File: src/rtl/arbiter_out_credit.sv
// rtl/arbiter_out_credit.sv - per-output round-robin packet allocator with downstream credit gating
//
// Ports:
//   clk         rising-edge clock
//   rst         asynchronous active-low reset
//   req[4:0]    per-input request for this output (bit0=N, 1=E, 2=W, 3=S, 4=L)
//   empty[4:0]  per-input FIFO empty
//   tail[4:0]   per-input head flit is a tail flit
//   credit_in   one-cycle pulse: downstream freed one slot
//   grant[4:0]  registered one-hot (or zero) grant; crossbar select and FIFO pop
//   valid_out   a flit transfers this cycle
//   credit_cnt  current downstream credit count
//   err_credit  sticky: credit returned while counter already full
module arbiter_out_credit #(
    parameter int CREDIT_MAX = 4,
    parameter int CW         = 3
) (
    input  logic          clk,
    input  logic          rst,
    input  logic [4:0]    req,
    input  logic [4:0]    empty,
    input  logic [4:0]    tail,
    input  logic          credit_in,
    output logic [4:0]    grant,
    output logic          valid_out,
    output logic [CW-1:0] credit_cnt,
    output logic          err_credit
);

    localparam logic [CW-1:0] CMAX = CW'(CREDIT_MAX);

    typedef enum logic {IDLE, BUSY} state_t;

    state_t     state, state_nx;
    logic [4:0] grant_nx;
    logic [2:0] rr_ptr, rr_nx;
    logic [2:0] gidx;
    logic [2:0] win;
    logic       win_found;
    logic [3:0] idx;
    logic       xfer;
    logic       xfer_tail;

    // Index of the currently granted input (grant is one-hot while BUSY).
    always_comb begin
        gidx = 3'd0;
        for (int i = 0; i < 5; i++) begin
            if (grant[i]) gidx = 3'(i);
        end
    end

    // Round-robin pick: first requester at or after rr_ptr, wrapping 4 -> 0.
    always_comb begin
        win       = rr_ptr;
        win_found = 1'b0;
        idx       = 4'd0;
        for (int k = 0; k < 5; k++) begin
            idx = {1'b0, rr_ptr} + 4'(k);
            if (idx >= 4'd5) idx = idx - 4'd5;
            if (!win_found && req[idx[2:0]]) begin
                win       = idx[2:0];
                win_found = 1'b1;
            end
        end
    end

    // grant is only nonzero in BUSY, so no explicit state term is needed for
    // the data path; it is kept for clarity of intent.
    assign xfer      = (state == BUSY) && ((grant & ~empty) != 5'd0) && (credit_cnt != '0);
    assign xfer_tail = xfer && ((grant & tail) != 5'd0);
    assign valid_out = xfer;

    always_comb begin
        state_nx = state;
        grant_nx = grant;
        rr_nx    = rr_ptr;
        case (state)
            IDLE: begin
                if (win_found) begin
                    grant_nx = 5'd1 << win;
                    state_nx = BUSY;
                end
            end
            BUSY: begin
                // Requests are ignored while BUSY; only a tail transfer releases.
                if (xfer_tail) begin
                    grant_nx = 5'd0;
                    state_nx = IDLE;
                    rr_nx    = (gidx == 3'd4) ? 3'd0 : gidx + 3'd1;
                end
            end
            default: begin
                state_nx = IDLE;
                grant_nx = 5'd0;
            end
        endcase
    end

    always_ff @(posedge clk or negedge rst) begin
        if (!rst) begin
            state  <= IDLE;
            grant  <= 5'd0;
            rr_ptr <= 3'd0;
        end else begin
            state  <= state_nx;
            grant  <= grant_nx;
            rr_ptr <= rr_nx;
        end
    end

    // A simultaneous transfer and credit return cancel out. A return at full
    // count is dropped and flagged, since it means upstream/downstream disagree.
    always_ff @(posedge clk or negedge rst) begin
        if (!rst) begin
            credit_cnt <= CMAX;
            err_credit <= 1'b0;
        end else begin
            case ({xfer, credit_in})
                2'b10: credit_cnt <= credit_cnt - 1'b1;
                2'b01: begin
                    if (credit_cnt == CMAX) err_credit <= 1'b1;
                    else                    credit_cnt <= credit_cnt + 1'b1;
                end
                default: ;
            endcase
        end
    end

    a_grant_onehot: assert property (@(posedge clk) disable iff (!rst) $onehot0(grant));
    a_grant_busy:   assert property (@(posedge clk) disable iff (!rst) ((grant != 5'd0) == (state == BUSY)));
    a_credit_max:   assert property (@(posedge clk) disable iff (!rst) (credit_cnt <= CMAX));
    a_valid_src:    assert property (@(posedge clk) disable iff (!rst) (valid_out |-> ((grant & ~empty) != 5'd0)));

endmodule

File: config.mk
export PLATFORM = sky130hd
export DESIGN_NAME = arbiter_out_credit
export DESIGN_NICKNAME = d
export VERILOG_FILES = /design/src/rtl/arbiter_out_credit.sv
export SDC_FILE = /design/constraint.sdc
export NUM_CORES = 1
export LEC_CHECK = 0
export CORE_MARGIN = 2
export CORE_UTILIZATION = 59
export DETAILED_ROUTE_END_ITERATION = 8
export GPL_ROUTABILITY_DRIVEN = 0
export PLACE_DENSITY = 0.92
export SLEW_MARGIN = 20
export SYNTH_ARGS = -nofsm -noshare
export SYNTH_HDL_FRONTEND = slang
export SYNTH_SLANG_ARGS = --single-unit
File: constraint.sdc
create_clock -name clk -period 10.2 [get_ports clk]
set_input_delay 2.04 -clock clk [delete_from_list [all_inputs] [get_ports clk]]
set_output_delay 2.04 -clock clk [all_outputs]
set_load 0.01 [all_outputs]
==> metrics <==
clk_lat worst skew=about 290 ps; Die Area=3600 sq um; die height=around 60 microns; DRC errors left=0; footprint of the multi-input gates=roughly 1400 sq um; n_diodes=0; Crit path max-delay family=buffers and inverters; Initial Utilization=0.612; CP Cell Sequence=clkdlybuf4s50_1 -> o22ai_1 -> o31a_1 -> clkdlybuf4s50_1; CP most frequent cell=clkdlybuf4s50_1; maximum clock insertion buffer count=2; Layout area overhead=16.5%; clock sink count=13; crit path buf inv count=2; crit-path max cell delay=approximately 620 ps; Port Buffers=27; Setup Viol. Count Final=0; crit path capture type=primary output; initial antenna violation count=0; unrepaired setup endpoints after global routing=false; Worst EP required=roughly 8200 ps; Comb power frac=0.798; 1st-pass router iterations=5; total global routing overflow=0; Layout Skew=7.76 ps; core area=just over 3000 sq um; CP max stage cell=clkdlybuf4s50_1; fin crit share=0.564; Max Fclk=around 170 MHz; layout cells sized above 1=0.102; Clock power frac=0.042; Psw=about 430 uW; Int Power=365 uW; number of global-route vias before repair=1701; Final TNS setup=0 ps; Detailed Route Iter0 Violations=196; synthesized area=1850 sq um; largest net degree at the start of global routing=29; hpwl dp=about 3.6 mm; Reg clk slew, reported paths=approximately 90 ps; Post-CTS Setup Inserts=0; Synth Area per Inst=between 8 and 9 sq um; outcome=finished, final reports clean; cts-stage hold buffer count=0; Final Routed Wirelength=4.73 mm; min Tclk post-route=between 5000 and 6000 ps; Die X=between 60 and 70 microns; Synthesized Nets=252; worst-margin pin slew=985 ps; Max FO, Critical Path=13; Reg area=327 sq um; ANT nets after route=0; final hold vios=0; cell count after synthesis=between 200 and 250; Startpoint Class=primary input; post-synthesis cell type count=70; TritonCTS Buffers=3; Final nets=about 280; Slew Limit Fails=0; Sw Ratio=0.541; Crit Path Class=in -> out; Post-synth EDFFs=0; register area share after synthesis=0.176; Fillers=about 240; total I/O pin count=28; share of flip-flops with an asynchronous set or reset=1.00; Post-CTS Resized=0; HP Class=reg -> reg; post-synthesis register bit count=13; DR vias=1908; row count=20; Synth Flop Type=dfrtp_1; Cell Pwr Density=roughly 370 nW/um^2; Slew headroom=0.343; clock root buffer=clkbuf_4; first-pass GRT wire length=between 7 and 8 mm; max-cap violations=0; TritonCTS clock tree=yes; maximum VDD drop=around 0.23 mV; vias per cell=around 6.6; sequential power share=0.159; wire length per cell=16.3 microns; Arr. time, crit path=between 3000 and 4000 ps; synth warn=0; gr usage total=0.268; WHS=477 ps; Pleak=0.872 nW; H-tree levels=1
registers in the layout (all words and copies together) (netlist names):
signal      cells
grant           5
state           1
credit_cnt      3
rr_ptr          3
err_credit      1
metal layers:
metal	global-route usage	share of wire	up-vias
met3	0.0368	0.057	11
met1	0.365	0.44	918
met2	0.449	0.49	65
met5	0	0	-
li1	-	-	914
met4	0.0635	0.013	0
per-stage QoR:
stage / setup WS, ps / power (mW) / util / instance area (sq um) / cells
5_1_grt: 4410 / 0.856 / 0.713 / 2160 / 290
2_1_floorplan: 5490 / 0.609 / - / 1850 / 223
3_5_place_dp: 4480 / 0.746 / 0.704 / 2130 / 286
6_report: 4450 / 0.795 / 0.713 / 2160 / 290
3_3_place_gp: 4570 / 0.725 / 0.704 / 2130 / 286
4_1_cts: 4480 / 0.781 / 0.713 / 2160 / 290
power groups by stage:
stage	clock, mW	combinational, mW	sequential (mW)
floorplan	0	0.503	0.106
finish	0.0336	0.635	0.127
global route	0.0360	0.688	0.132
global placement	0	0.599	0.125
detailed placement	0	0.620	0.126
CTS	0.0338	0.622	0.125
area by class of cell:
type                       instances  area share
multi-input combinational        186       0.657
sequential                        13       0.151
timing repair buffer              27       0.125
inverter                          16      0.0278
tap                               44      0.0255
clock buffer                       3      0.0104
clock inverter                     1     0.00232
path summary, 6_finish.rpt:
kind | from | endpoint | slack [ps] | cells after the start
min | err_credit | err_credit | 480 | 1
min in group asynchronous | rst | state | 2120 | 1
min reg2reg | err_credit | err_credit | 480 | 1
max in group asynchronous | rst | grant[4] | 7690 | 1
max | empty[1] | valid_out | 4450 | 4
max reg2reg | rr_ptr[0] | grant[0] | 5640 | 10
synthesized netlist by cell type (4+ instances only):
library cell,instances,share of area
nor2_1,20,0.041
a21oi_1,14,0.038
inv_1,14,0.028
dfrtp_1,12,0.16
o21ai_0,12,0.032
nand2_1,11,0.022
ha_1,9,0.061
nor3_1,9,0.024
mux2i_1,6,0.032
a22o_1,5,0.024
nand2b_1,5,0.017
a211oi_1,4,0.016
and2_1,4,0.014
clkbuf_1,4,0.0081
nor4_1,4,0.014
o22ai_1,4,0.014
or3_1,4,0.014
cell usage in the layout (no fill, tap or decap), types with 3 or more instances in the layout:
cell type / Yosys / routed
a211oi_1: 4 / 4
a21oi_1: 14 / 14
a22o_1: 5 / 5
a31oi_1: 3 / 3
and2_1: 4 / 4
and3_1: 3 / 3
and4_1: 3 / 3
clkbuf_4: 0 / 3
clkdlybuf4s50_1: 0 / 27
dfrtp_1: 12 / 12
ha_1: 9 / 9
inv_1: 14 / 14
mux2i_1: 6 / 6
nand2_1: 11 / 11
nand2b_1: 5 / 5
nor2_1: 20 / 20
nor3_1: 9 / 9
nor4_1: 4 / 4
nor4b_1: 3 / 3
o21ai_0: 12 / 12
o22ai_1: 4 / 4
o32ai_1: 3 / 3
or3_1: 4 / 4
worst register-to-register path, stage by stage, from the launching register on:
cell	delay, ps
dfrtp_1	1000
inv_2	290
ha_1	700
inv_1	320
o211ai_1	160
a211oi_1	140
or3_1	520
nor4b_4	500
o21ai_0	270
a32o_1	350
a22o_1	190
logic make-up (layout without fill, tap and decap cells):
family	after synthesis	after routing	synth area share
buffers and inverters	24	47	0.0581
and+or+nand+nor	80	80	0.249
DFF	13	13	0.176
xor gates and xnor gates	1	1	0.00473
AOI/OAI and AO/OA	81	81	0.334
muxes	13	13	0.0952
adders and majority gates	11	11	0.0824
Note: power is estimated with default switching activity, not from simulation.
